===== config.mk =====
export PLATFORM = sky130hd
export DESIGN_NAME = iob_ram_2p_streamer
export DESIGN_NICKNAME = d
export VERILOG_FILES = /design/src/rtl/iob_ram_2p_streamer_pkg.sv /design/src/rtl/iob_ram_2p_streamer_buf.sv /design/src/rtl/iob_ram_2p_streamer.sv
export SDC_FILE = /design/constraint.sdc
export NUM_CORES = 1
export LEC_CHECK = 0
export ABC_AREA = 0
export ABC_CLOCK_PERIOD_IN_PS = 3000
export BUFFER_PORTS_ARGS = -buffer_cell sky130_fd_sc_hd__buf_2
export CAP_MARGIN = 5
export CORE_MARGIN = 4
export CORE_UTILIZATION = 30
export DETAILED_ROUTE_END_ITERATION = 8
export PLACE_DENSITY_LB_ADDON = 0.15
export SLEW_MARGIN = 40
export SYNTH_ARGS = -nofsm -noshare
export SYNTH_HDL_FRONTEND = slang
export SYNTH_HIERARCHICAL = 1
export SYNTH_SLANG_ARGS = --single-unit

===== constraint.sdc =====
create_clock -name clk_i -period 3 [get_ports clk_i]
set_clock_uncertainty 0.1 [all_clocks]
set_input_delay 0.3 -clock clk_i [delete_from_list [all_inputs] [get_ports clk_i]]
set_output_delay 0.3 -clock clk_i [all_outputs]
set_load 0.01 [all_outputs]

===== src/rtl/iob_ram_2p_streamer_pkg.sv =====
// Shared types and sizing for the two-port RAM read streamer.
package iob_ram_2p_streamer_pkg;

  typedef enum logic [1:0] {
    ST_IDLE  = 2'd0,
    ST_RUN   = 2'd1,
    ST_DRAIN = 2'd2,
    ST_DONE  = 2'd3
  } state_t;

  localparam int unsigned BUF_DEPTH = 3;
  localparam int unsigned OCC_W     = 2;
  localparam int unsigned PTR_W     = 2;
  // Wide enough to hold occupancy plus the inflight flag without overflow.
  localparam int unsigned CREDIT_W  = 3;

  function automatic logic [PTR_W-1:0] ptr_inc(input logic [PTR_W-1:0] p);
    return (p == PTR_W'(BUF_DEPTH - 1)) ? '0 : p + PTR_W'(1);
  endfunction

endpackage


===== src/rtl/iob_ram_2p_streamer_buf.sv =====
// Three-entry in-order register FIFO holding captured RAM words until the stream takes them.
module iob_ram_2p_streamer_buf
  import iob_ram_2p_streamer_pkg::*;
#(
  parameter int unsigned DATA_W = 32
) (
  input  logic              clk_i,
  input  logic              arst_i,
  input  logic              push,
  input  logic              pop,
  input  logic [DATA_W-1:0] wdata,
  output logic [OCC_W-1:0]  occ,
  output logic [DATA_W-1:0] head_data,
  output logic              head_valid
);

  logic [DATA_W-1:0] mem_q [BUF_DEPTH];
  logic [PTR_W-1:0]  rd_q, wr_q;
  logic [OCC_W-1:0]  occ_q;
  logic              do_push, do_pop;

  assign do_pop  = pop && (occ_q != '0);
  // A full buffer may still accept a word when the head leaves in the same cycle.
  assign do_push = push && ((occ_q < OCC_W'(BUF_DEPTH)) || do_pop);

  always_ff @(posedge clk_i or posedge arst_i) begin
    if (arst_i) begin
      for (int i = 0; i < BUF_DEPTH; i++) mem_q[i] <= '0;
      rd_q  <= '0;
      wr_q  <= '0;
      occ_q <= '0;
    end else begin
      if (do_push) begin
        mem_q[wr_q] <= wdata;
        wr_q        <= ptr_inc(wr_q);
      end
      if (do_pop) rd_q <= ptr_inc(rd_q);
      if (do_push && !do_pop) occ_q <= occ_q + OCC_W'(1);
      else if (!do_push && do_pop) occ_q <= occ_q - OCC_W'(1);
    end
  end

  assign occ        = occ_q;
  assign head_data  = mem_q[rd_q];
  assign head_valid = (occ_q != '0);

endmodule


===== src/rtl/iob_ram_2p_streamer.sv =====
// Walks an address window through a RAM read port and emits the words as a valid/ready stream.
module iob_ram_2p_streamer
  import iob_ram_2p_streamer_pkg::*;
#(
  parameter int unsigned DATA_W = 32,
  parameter int unsigned ADDR_W = 10
) (
  input  logic              clk_i,
  input  logic              cke_i,
  input  logic              arst_i,
  input  logic              start_i,
  input  logic [ADDR_W-1:0] addr_i,
  input  logic [ADDR_W:0]   len_i,
  output logic              busy_o,
  output logic              done_o,
  output logic              r_en_o,
  output logic [ADDR_W-1:0] r_addr_o,
  input  logic [DATA_W-1:0] r_data_i,
  input  logic              r_ready_i,
  output logic [DATA_W-1:0] data_o,
  output logic              valid_o,
  input  logic              ready_i,
  output logic              last_o
);

  localparam int unsigned CNT_W = ADDR_W + 1;

  state_t            state_q, state_d;
  logic [ADDR_W-1:0] addr_q, addr_d;
  logic [CNT_W-1:0]  issue_q, issue_d;
  logic [CNT_W-1:0]  beat_q, beat_d;
  logic              inflight_q, inflight_d;

  logic [OCC_W-1:0]  occ;
  logic [DATA_W-1:0] head_data;
  logic              head_valid;
  logic              credit_ok, accept, push, pop;

  iob_ram_2p_streamer_buf #(.DATA_W(DATA_W)) u_buf (
    .clk_i      (clk_i),
    .arst_i     (arst_i),
    .push       (push),
    .pop        (pop),
    .wdata      (r_data_i),
    .occ        (occ),
    .head_data  (head_data),
    .head_valid (head_valid)
  );

  // Only registered state feeds the read request, so neither ready reaches r_en_o.
  assign credit_ok = (CREDIT_W'(occ) + CREDIT_W'(inflight_q)) < CREDIT_W'(BUF_DEPTH);
  assign r_en_o    = cke_i && (state_q == ST_RUN) && (issue_q != '0) && credit_ok;
  assign r_addr_o  = addr_q;
  assign accept    = r_en_o && r_ready_i;
  assign push      = cke_i && inflight_q;
  assign pop       = cke_i && head_valid && ready_i;

  assign data_o  = head_data;
  assign valid_o = head_valid;
  assign last_o  = head_valid && (beat_q == CNT_W'(1));
  assign busy_o  = (state_q == ST_RUN) || (state_q == ST_DRAIN);
  assign done_o  = (state_q == ST_DONE);

  always_comb begin
    state_d    = state_q;
    addr_d     = addr_q;
    issue_d    = issue_q;
    beat_d     = beat_q;
    inflight_d = accept;
    if (pop) beat_d = beat_q - CNT_W'(1);
    case (state_q)
      ST_IDLE: begin
        if (start_i) begin
          if (len_i != '0) begin
            state_d = ST_RUN;
            addr_d  = addr_i;
            issue_d = len_i;
            beat_d  = len_i;
          end else begin
            state_d = ST_DONE;
          end
        end
      end
      ST_RUN: begin
        if (accept) begin
          addr_d  = addr_q + ADDR_W'(1);
          issue_d = issue_q - CNT_W'(1);
          if (issue_q == CNT_W'(1)) state_d = ST_DRAIN;
        end
      end
      ST_DRAIN: begin
        if (beat_d == '0) state_d = ST_DONE;
      end
      ST_DONE: state_d = ST_IDLE;
      default: state_d = ST_IDLE;
    endcase
  end

  always_ff @(posedge clk_i or posedge arst_i) begin
    if (arst_i) begin
      state_q    <= ST_IDLE;
      addr_q     <= '0;
      issue_q    <= '0;
      beat_q     <= '0;
      inflight_q <= 1'b0;
    end else if (cke_i) begin
      state_q    <= state_d;
      addr_q     <= addr_d;
      issue_q    <= issue_d;
      beat_q     <= beat_d;
      inflight_q <= inflight_d;
    end
  end

endmodule


### Word-level counts from Yosys, hierarchy flattened

Cells that the tools add are included.

| storage, ports and cells | value |
|---|---|
| bits in registers | 137 |
| input port bits | 59 |
| output and inout port bits | 47 |
| logic and storage cells | 92 |

| cells by class | value |
|---|---|
| $add $sub $neg | 8 |
| $lt $le $gt $ge | 5 |
| equal/unequal tests | 12 |
| mux-type cells | 28 |
| bitwise gates (word level) | 2 |
| reduce and logical (&&, ||, !) cells | 26 |

Operator list:

| operator | count |
|---|---|
| $bwmux 96 | 1 |
| $mux 32 | 3 |
| $mux 11 | 7 |
| $bmux 32 s2 | 1 |
| $demux 32 s2 | 1 |
| $mux 10 | 3 |
| $eq 11x1->1 const B | 2 |
| $pmux 11 s2 | 1 |
| $reduce_bool 11->1 | 2 |
| $sub 11x1->11 const B | 2 |
| $pmux 10 s2 | 1 |
| $mux 2 | 9 |
| $logic_and 1x1->1 | 13 |
| $logic_not 11->1 | 1 |
| $add 10x1->10 const B | 1 |
| $reduce_and 5->1 | 2 |
| $eq 2x2->1 const B | 4 |
| $pmux 2 s4 | 1 |
| $add 2x1->2 const B | 3 |
| $ge 3x3->1 const B | 2 |
| $ne 2x2->1 const B | 3 |
| $not 2->3 | 2 |
| $reduce_bool 2->1 | 3 |
| $ne 2x1->1 const B | 2 |
| other kinds (9) | 11 |

### Logic depth before layout (Yosys ltp)

Gate-level depths: netlist of the first run.

| depth | value |
|---|---|
| word-level depth | 10 |
| depth in mapped cells | 10 |
| mapped depth without buffers | 9 |

### Hierarchy

The synthesis of the first run kept the hierarchy.

Modules (own cells, without submodules):

| module | times used | cells each | area each (µm²) | seq. area each (µm²) |
|---|---|---|---|---|
| iob_ram_2p_streamer_buf | 1 | 340 | 4561.9 | 2552.4 |
| iob_ram_2p_streamer | 1 | 308 | 2558.7 | 875.8 |

### Least setup slack after synthesis of the first run

OpenSTA, ideal clock, no wires.

| timing | value |
|---|---|
| path kind | reg-to-reg |
| from | reg beat_q[0] |
| to | reg state_q[0] |
| setup time | 87 ps |
| arrival | 2354 ps |
| data required time | 2813 ps |
| slack | 460 ps |
| cell stages (with the launch flop) | 9 |
| buffers on the path | 0 |
| period minus slack after synthesis | 2540 ps |
| cell sequence | dfrtp_1 -> inv_1 -> ha_1 -> or4b_4 -> o21a_1 -> or4_4 -> nor3_4 -> a21oi_2 -> a211oi_2 |

| on the way | value |
|---|---|
| longest elaborated chain between the ends | 5 |

Ends and longest elaborated chain:

| item | line | source |
|---|---|---|
| start: declaration | iob_ram_2p_streamer.sv:31 | `logic [CNT_W-1:0] beat_q, beat_d;` |
| start signal: assignment | iob_ram_2p_streamer.sv:110 | `beat_q <= beat_d;` |
| $sub 11x1->11 | iob_ram_2p_streamer.sv:70 | `if (pop) beat_d = beat_q - CNT_W'(1);` |
| $mux 11 * | iob_ram_2p_streamer.sv:70 |  |
| $logic_not 11->1 * | iob_ram_2p_streamer.sv:92 | `if (beat_d == '0) state_d = ST_DONE;` |
| $ne 2x1->1 (no line) * | -- |  |
| $reduce_and 5->1 (no line) * | -- |  |
| end signal: assignment | iob_ram_2p_streamer.sv:107 | `state_q <= state_d;` |
| end: declaration | iob_ram_2p_streamer.sv:28 | `state_t state_q, state_d;` |

Mark *: on every way between the ends. The rest lies on a longest branch, timed or not.
A chain may end at the register's enable or synchronous reset.

### Worst setup path in the final report of the first run

| timing | value |
|---|---|
| from | reg beat_q[5] |
| to | out last_o |

| on the way | value |
|---|---|
| longest elaborated chain between the ends | 2 |

Ends and longest elaborated chain:

| item | line | source |
|---|---|---|
| $eq 11x1->1 | iob_ram_2p_streamer.sv:60 | `assign last_o = head_valid && (beat_q == CNT_W'(1));` |
| $logic_and 1x1->1 | iob_ram_2p_streamer.sv:60 |  |
| end: declaration | iob_ram_2p_streamer.sv:23 | `output logic last_o` |

Every way passes these cells.

==> results.md, run 1 <==
* Largest family of logic cells by synthesized area: multiplexers
* Worst path cell trace: or4_1 > or2_2 > nor3_2 > and4_1 > buf_2
* Initial antenna violation count at 0
* Leakage at 3.984 nW
* Yosys top cell area share at 0.4815
* Slew @ Worst Pin at 0.6385 ns
* Clock-pin slew on the worst setup and hold paths at 0.07 ns
* Max-slew headroom at 0.5734
* RSZ-0062 raised after global routing: no
* Total Power at 8.130 mW
* Path type of the worst setup path: flop to output pin
* Largest net degree at the start of global routing at 49
* Max incr delay on CP at 0.57 ns
* Syn_area_per_cell at 10.99 sq um
* Crit-path max FO at 7
* Area after DPL at 8039 sq um
* GP Congestion at 0.8260
* Final nets at 830
* WL final at 17.99 mm
* Initial Util at 0.3043
* Cell accounting for the most synthesized area: dfrtp_1
* Post-synth ARST share at 1.000
* Die W at 162.1 um
* Critical Path Source: beat_q[5]
* Worst path slowest cell: or4_1
* Post-synthesis cell area at 7121 sq um
* Post-synthesis cell count at 648
* DRT antenna net count at 0
* Core ar. at 23400 sq um
* Drt pass-1 iters at 5
* Sequential-to-total area share from yosys stat at 0.4815
* Top cells by area, synth: dfrtp_1, mux2_2, mux2i_1
* Synthesis Warnings at 6
* Fin. max-slew vios at 0
* Cell Pwr Density at 939.5 nW/um^2
* Ys flop type: dfrtp_1
* Area Overhead vs Synth at 21.53%
* VDD IR max at 0.3487 mV
* Final instance area at 8653 sq um
* Most common cell in the synthesized netlist: dfrtp_1
* Synth cell types at 67
* # diodes at 0
* Post-synth EDFFs at 0
* First-pass GRT wire length at 30.08 mm
* Die Ht at 162.1 um
* Final hold vios at 0
* GRT overflow at 0
* Max-cap violation count at 0
* Fmax at 361.9 MHz
* CP Capture Type: output pin
* Reg2reg start: beat_q[0]
* Seq cells post-synth at 137
* Root Driver: clkbuf_16
* WL/cell at 16.52 um
* Top cells by count, synth: dfrtp_1, mux2_2, nand2_1, o21ai_0, mux2i_1
* CTS tree: done
* Final setup TNS at 0 ns
* Postcts setup bufs at 0
* Post-DP HPWL at 12.05 mm
* Vias in the first global route at 5672
* Simple-gate portion of the synthesized area at 0.1260
* Share of post-route cells with drive strength above 1 at 0.3571
* Clock buffer depth at 2
* Fin crit share at 0.9211
* Synth Area in Adders at 0.02460
* Outcome: completed
* Worst Hold Launch: r_data_i[8]
* Via count at 5360
* Post-place setup slack at 0.2717 ns
* Cts bufs inserted at 17
* Setup Viol. Count Final at 0
* Total Routing Usage GR at 0.1426
* Syn nets at 721
* Mux cell area share after synthesis at 0.2054
* Worst EP arrival at 2.36 ns
* Worst-skew pair later-pin latency at 0.42 ns
* Startpoint types: flop
* Final WS setup at 0.2366 ns
* Die Area at 26260 sq um
* WP data required at 2.60 ns
* I/O pin count at 106
* 1st-iter DRT viols at 240
* Xor/xnor share of the synthesized area at 0.004920
* Clock Sinks at 137
* Post-synthesis compound-gate area fraction at 0.1195
* Vias per cell at 4.922
* Residual DRC at 0
* Period minus WS final at 2.763 ns
* Port Buffers at 105
* Rows at 56
* Hold Crit Class: input pin to flop
* CTS H-tree lvls at 4
[cells in the final DEF (no fill, tap or decap), types with 3 or more instances in the layout]
cell           Yosys  final
dlygate4sd3_1      0      3
mux2_2            93     93
a21o_1             5      5
mux2_1             4      4
o221a_2            4      4
buf_12             0      5
or2_2              4      4
a2bb2oi_1          5      5
nor2_1            22     22
nor3_4             3      3
buf_4              5     12
clkbuf_16          0     17
o21ai_0           47     47
or3_1              5      5
and3_1             4      4
nor2b_1            3      3
nor3_1            14     13
dfrtp_1          137    135
inv_1             16     15
nand4_1            6      6
nor4_1             3      3
a21oi_1           28     28
o22ai_1           21     21
inv_6              0      5
ha_1              14     14
nand2_1           71     71
mux2i_1           37     37
inv_8              0      5
buf_2              8    105
nand2b_1           5      5
nand3_1           15     14
[logic make-up (layout without fill, tap and decap cells)]
family,Yosys count,count (layout)
AOI/OAI and AO/OA,135,135
muxes,134,134
buffers and inverters,52,174
xor gates and xnor gates,4,4
DFF,137,137
adders and majority gates,14,14
and+or+nand+nor,172,172
[repair_timing]
item | 4_1_cts | 5_1_grt
setup endpoints to repair | 0 | 1
hold buffers | 3 | 0
hold endpoints to repair | 63 | 0
gates resized for setup | 0 | 1
[flip-flops by register name, summed over array words and instances (netlist names)]
signal	flops
beat_q	11
state_q	2
u_buf/rd_q	2
u_buf/occ	2
r_addr_o	10
u_buf/wr_q	2
inflight_q	1
issue_q	11
u_buf/mem_q	96
[per-layer routing]
layer / vias to the layer above / GRT usage / share of wire
li1: 2581 / - / -
met1: 2650 / 0.1907 / 0.48
met5: - / 0 / 0
met2: 111 / 0.2336 / 0.47
met3: 18 / 0.02842 / 0.036
met4: 0 / 0.04614 / 0.015
[metrics by stage]
| stage | utilization | std cells | hold slack (ns) |
|---|---|---|---|
| floorplan | - | 648 | 0.3347 |
| global placement | 0.3435 | 1054 | 0.3282 |
| detailed placement | 0.3435 | 1054 | 0.3330 |
| CTS | 0.3695 | 1089 | 0.006125 |
| global route | 0.3698 | 1089 | 0.01545 |
| finish | 0.3698 | 1089 | 0.03322 |
[report_power, final]
part / internal [mW] / leakage (nW) / total (mW) / switching [mW]
clock network: 1.11 / 0.284 / 2.04 / 0.931
logic: 1.40 / 1.93 / 3.05 / 1.64
registers: 2.49 / 1.77 / 3.04 / 0.550
total: 5.01 / 3.98 / 8.13 / 3.12
[layout make-up]
class	count	area (sq um)
inverters	17	67.56
fillers	2360	14750
repair buffers	125	745.7
clock inverters	15	153.9
well taps	319	399.1
clock buffers	17	425.4
flip-flops and latches	137	3431
multi-input cells	459	3431
[critical path: cells and delay by family, from the launching register on]
| family | cells | cell delay [ns] |
|---|---|---|
| and+or+nand+nor | 4 | 1.35 |
| DFF | 1 | 0.46 |
| buffers and inverters | 1 | 0.14 |
[worst paths after layout]
path | end | slack [ns] | depth (start not counted)
hold / removal | u_buf/mem_q[40] | 0.03 | 2
max in group asynchronous | u_buf/mem_q[12] | 1.58 | 4
min in group asynchronous | u_buf/mem_q[35] | 0.41 | 3
hold reg to reg | u_buf/mem_q[32] | 0.39 | 1
setup reg to reg | state_q[0] | 0.26 | 8
setup / recovery | last_o | 0.24 | 5
No activity file was read; power rests on OpenSTA's default activity.
==> inputs of run 2 (changes only) <==
- RECOVER_POWER: unset -> 25
==> results.md, run 2 (same netlist as run 1, synthesis figures left out) <==
* Final WS setup at 0.2348 ns
* Initial antenna violation count at 0
* Final nets at 830
* Max incr delay on CP at 0.57 ns
* Setup Viol. Count Final at 0
* Residual DRC at 0
* Most common cell after layout, fill and taps aside: dfrtp_1
* Die Area at 26260 sq um
* Share of post-route cells with drive strength above 1 at 0.3532
* Root Driver: clkbuf_16
* Crit-path max FO at 7
* CP Capture Type: output pin
* Via count at 5358
* Die W at 162.1 um
* VDD IR max at 0.3486 mV
* Slew @ Worst Pin at 1.308 ns
* Met2 Usage GRT at 0.2336
* WL/cell at 16.50 um
* Worst EP arrival at 2.37 ns
* Max-slew headroom at 0.1231
* Reg-to-reg setup timing slack at 0.26 ns
* GRT overflow at 0
* Crit path buf inv count at 1
* Cts bufs inserted at 17
* Post-DP HPWL at 12.05 mm
* Cell Pwr Density at 939.9 nW/um^2
* Post-place setup slack at 0.2717 ns
* Clock-pin slew on the worst setup and hold paths at 0.07 ns
* Clock Sinks at 137
* Initial Util at 0.3043
* Startpoint types: flop
* Period minus WS final at 2.765 ns
* Final hold vios at 0
* Fin crit share at 0.9217
* Clock buffer depth at 2
* WL final at 17.97 mm
* Vias per cell at 4.920
* DRT antenna net count at 0
* Outcome: completed
* I/O pin count at 106
* Max reg flops at 96
* Largest net degree at the start of global routing at 49
* Max-cap violation count at 0
* Met3 global-route usage at 0.02842
* Worst path cell trace: or4_1 > or2_2 > nor3_2 > and4_1 > buf_2
* Hold Crit Class: input pin to flop
* # diodes at 0
* Path type of the worst setup path: flop to output pin
* Rows at 56
* Fin. max-slew vios at 0
* Drt pass-1 iters at 5
* Final setup TNS at 0 ns
* M1 GR Usage at 0.1907
* CTS H-tree lvls at 4
* GP Congestion at 0.8260
* First-pass GRT wire length at 30.08 mm
* 1st-iter DRT viols at 232
* Top delay family on crit path: simple AND/OR/NAND/NOR gates
* RSZ-0062 raised after global routing: no
* Fmax at 361.6 MHz
* Total Routing Usage GR at 0.1426
* Worst path slowest cell: or4_1
* Leakage at 3.976 nW
* CTS tree: done
* Postcts setup bufs at 0
* WP data required at 2.60 ns
* Register bank with the most flops: u_buf/mem_q
* Vias in the first global route at 5672
* Worst-skew pair later-pin latency at 0.42 ns
* Core ar. at 23400 sq um
* Most Crowded Layer GR: met2
* Most frequent cells in the layout: dfrtp_1, buf_2, mux2_2
* Die Ht at 162.1 um
* Port Buffers at 105
* Biggest regs: u_buf/mem_q: 96 flops, beat_q: 11 flops, issue_q: 11 flops
* Area Overhead vs Synth at 21.40%
[run 2: area by class of cell]
type / instances / area, sq um
Fill cell: 2361 / 14760
Sequential cell: 137 / 3431
Multi-Input combinational cell: 459 / 3431
Timing Repair Buffer: 125 / 739.5
Clock buffer: 17 / 425.4
Tap cell: 319 / 399.1
Clock inverter: 15 / 153.9
Inverter: 17 / 65.06
[run 2: layer usage]
| metal | vias up | part of all wire |
|---|---|---|
| met5 | - | 0 |
| met4 | 0 | 0.014 |
| met3 | 16 | 0.037 |
| met2 | 115 | 0.47 |
| met1 | 2647 | 0.48 |
| li1 | 2580 | - |
[run 2: per-stage QoR]
stage | hold slack (ns) | power, mW | utilization | cell area (sq um) | cells
6_report | 0.03327 | 8.125 | 0.3694 | 8645 | 1089
5_1_grt | 0.01545 | 8.744 | 0.3694 | 8645 | 1089
4_1_cts | 0.006125 | 8.274 | 0.3695 | 8648 | 1089
3_5_place_dp | 0.3330 | 6.160 | 0.3435 | 8039 | 1054
3_3_place_gp | 0.3282 | 6.048 | 0.3435 | 8039 | 1054
2_1_floorplan | 0.3347 | 5.125 | - | 7124 | 648
[run 2: worst paths after layout]
check,cells past startpoint,to,startpoint
max,5,last_o,beat_q[5]
min,2,u_buf/mem_q[40],r_data_i[8]
max reg2reg,8,state_q[0],beat_q[0]
min reg2reg,1,u_buf/mem_q[25],u_buf/mem_q[25]
max in group asynchronous,4,u_buf/mem_q[12],arst_i
min in group asynchronous,3,u_buf/mem_q[35],arst_i
[run 2: what timing repair did]
action | in CTS | in global routing
endpoints found under the hold margin | 63 | 0
hold buffers | 3 | 0
endpoints found under the setup margin | 0 | 1
resized for setup | 0 | 1
[run 2: worst reg2reg max path: cells and delay by family (launching register included)]
family                     cells  cell delay (ns)
buffers and inverters          1             0.12
and+or+nand+nor                3             1.23
adders and majority gates      1             0.29
DFF                            1             0.43
AOI/OAI and AO/OA              3             0.48
[run 2: power breakdown]
part / internal [mW] / switching, mW
Clock: 1.11 / 0.931
Sequential: 2.49 / 0.550
Combinational: 1.40 / 1.64
==> inputs of run 3 (changes only) <==
- REMOVE_ABC_BUFFERS: unset -> 1
==> results.md, run 3 (same netlist as run 1, synthesis figures left out) <==
* Outcome: finished with violations
* Failing checks: capacitance limit, slew limit
* Worst Setup EP: last_o
* Cts bufs inserted at 17
* GP Congestion at 0.8078
* Fin. max-slew vios at 47
* Max reg flops at 96
* Die W at 162.1 um
* Fmax at 360.3 MHz
* Gate power share at 0.356
* GRT overflow at 0
* Initial antenna violation count at 1
* Core ar. at 23400 sq um
* Final hold vios at 0
* Vias per cell at 4.980
* Setup Viol. Count Final at 0
* VDD IR max at 0.4448 mV
* Postcts setup bufs at 0
* Area Overhead vs Synth at 21.26%
* 1st-iter DRT viols at 312
* Crit Reg-Reg Endpoint: state_q[0]
* Top delay family on crit path: simple AND/OR/NAND/NOR gates
* Final WS setup at 0.2244 ns
* Root Driver: clkbuf_16
* CTS tree: done
* First-pass GRT wire length at 29.91 mm
* Reg-to-reg setup timing slack at 0.24 ns
* Register bank with the most flops: u_buf/mem_q
* Total Routing Usage GR at 0.1420
* Residual DRC at 0
* Worst path cell trace: or4_1 > or2_2 > nor3_2 > and4_1 > buf_2
* Clock buffer depth at 2
* Startpoint types: flop
* Reg2reg start: beat_q[0]
* CTS H-tree lvls at 4
* Worst path depth at 5
* Hold Slack at 0.02592 ns
* # diodes at 0
* Post-place setup slack at 0.2438 ns
* WL final at 18.32 mm
* Worst path slowest cell: or4_1
* Die Area at 26260 sq um
* Worst EP arrival at 2.38 ns
* Slew @ Worst Pin at 1.760 ns
* Via count at 5413
* Path depth of the worst reg2reg path at 8
* Port Buffers at 105
* Cell Pwr Density at 962.4 nW/um^2
* Path type of the worst setup path: flop to output pin
* Clock power share at 0.272
* Vias in the first global route at 5584
* Biggest regs: u_buf/mem_q: 96 flops, beat_q: 11 flops, issue_q: 11 flops
* M1 GR Usage at 0.1900
* Net Sw Power at 3.073 mW
* Worst-skew pair later-pin latency at 0.41 ns
* WL/cell at 16.85 um
* RSZ-0062 raised after global routing: no
* Period minus WS final at 2.776 ns
* Crit-path max FO at 7
* Hold Crit Class: input pin to flop
* Share of post-route cells with drive strength above 1 at 0.3438
* Met2 Usage GRT at 0.2346
* Placed insts at 1054
* Critical Path Source: beat_q[5]
* Met3 global-route usage at 0.03121
* Fin crit share at 0.9252
* Switch share at 0.3698
* Sequential share of power at 0.372
* Fillers at 2360
* Most Crowded Layer GR: met2
* I/O pin count at 106
* Drt pass-1 iters at 5
* Most common cell after layout, fill and taps aside: dfrtp_1
* Final Non-Filler Cells at 1087
* Most frequent cells in the layout: dfrtp_1, buf_2, mux2_2
* Clock-pin slew on the worst setup and hold paths at 0.06 ns
* Post-DP HPWL at 12.33 mm
* CP Capture Type: output pin
* Max-cap violation count at 1
* Rows at 56
* Largest net degree at the start of global routing at 58
* DRT antenna net count at 0
* Initial Util at 0.3043
* Max incr delay on CP at 0.59 ns
* Internal at 5.237 mW
* Die Ht at 162.1 um
* Leakage at 3.973 nW
* Max-slew headroom at -0.1746
* Clock Sinks at 137
* WP data required at 2.60 ns
* Final nets at 828
* Crit path buf inv count at 1
## run 3: cell count changes in the layout (fill, tap and decap cells not counted), sizes merged
cell	change
clkinvlp	-2
dlygate4sd3	-2
inv	-1
clkinv	-2
clkbuf	+9
bufinv	+3
buf	-7
## run 3: power by group through the flow
stage / registers, mW / logic, mW / clock network, mW
2_1_floorplan: 3.06 / 1.97 / 0
3_3_place_gp: 3.07 / 2.96 / 0
3_5_place_dp: 3.11 / 3.01 / 0
4_1_cts: 3.08 / 3.02 / 2.33
5_1_grt: 3.20 / 3.30 / 2.41
6_report: 3.09 / 2.96 / 2.26
## run 3: final cells by class
class                   instances  area, sq um  share of cell area
flip-flops and latches        137         3431              0.3973
inverters                      17        63.81            0.007390
well taps                     319        399.1             0.04623
clock buffers                  19        452.9             0.05246
clock inverters                13        176.4             0.02043
repair buffers                123        678.2             0.07854
multi-input cells             459         3433              0.3976
## run 3: worst min-delay path by stage
| stage | to | startpoint | slack, ns | cells past startpoint |
|---|---|---|---|---|
| 5_1_grt | u_buf/mem_q[39] | r_data_i[7] | 0.02 | 2 |
| 3_5_place_dp | u_buf/mem_q[0] | arst_i | 0.33 | 2 |
| 3_3_place_gp | u_buf/mem_q[66] | arst_i | 0.31 | 2 |
| 4_1_cts | u_buf/mem_q[25] | r_data_i[25] | 0.002 | 2 |
| 6_report | u_buf/mem_q[25] | r_data_i[25] | 0.03 | 2 |
| 2_1_floorplan | beat_q[2] | cke_i | 0.29 | 1 |
## run 3: stage by stage
stage / util / instance area (sq um) / TNS (ns) / power, mW
2_1_floorplan: - / 6913 / -7.994 / 5.035
3_3_place_gp: 0.3425 / 8015 / 0 / 6.031
3_5_place_dp: 0.3425 / 8015 / 0 / 6.130
4_1_cts: 0.3698 / 8655 / 0 / 8.433
5_1_grt: 0.3690 / 8635 / 0 / 8.909
6_report: 0.3690 / 8635 / 0 / 8.310
## run 3: metal layers
metal,up-vias,routed length [um]
met5,-,12
met4,2,192
met3,18,704
met2,117,8999
met1,2709,8412
li1,2567,-
## run 3: what timing repair did
item | CTS | global route
setup endpoints to repair | 0 | 1
resized for setup | 0 | 1
hold buffers | 1 | 0
endpoints found under the hold margin | 59 | 0
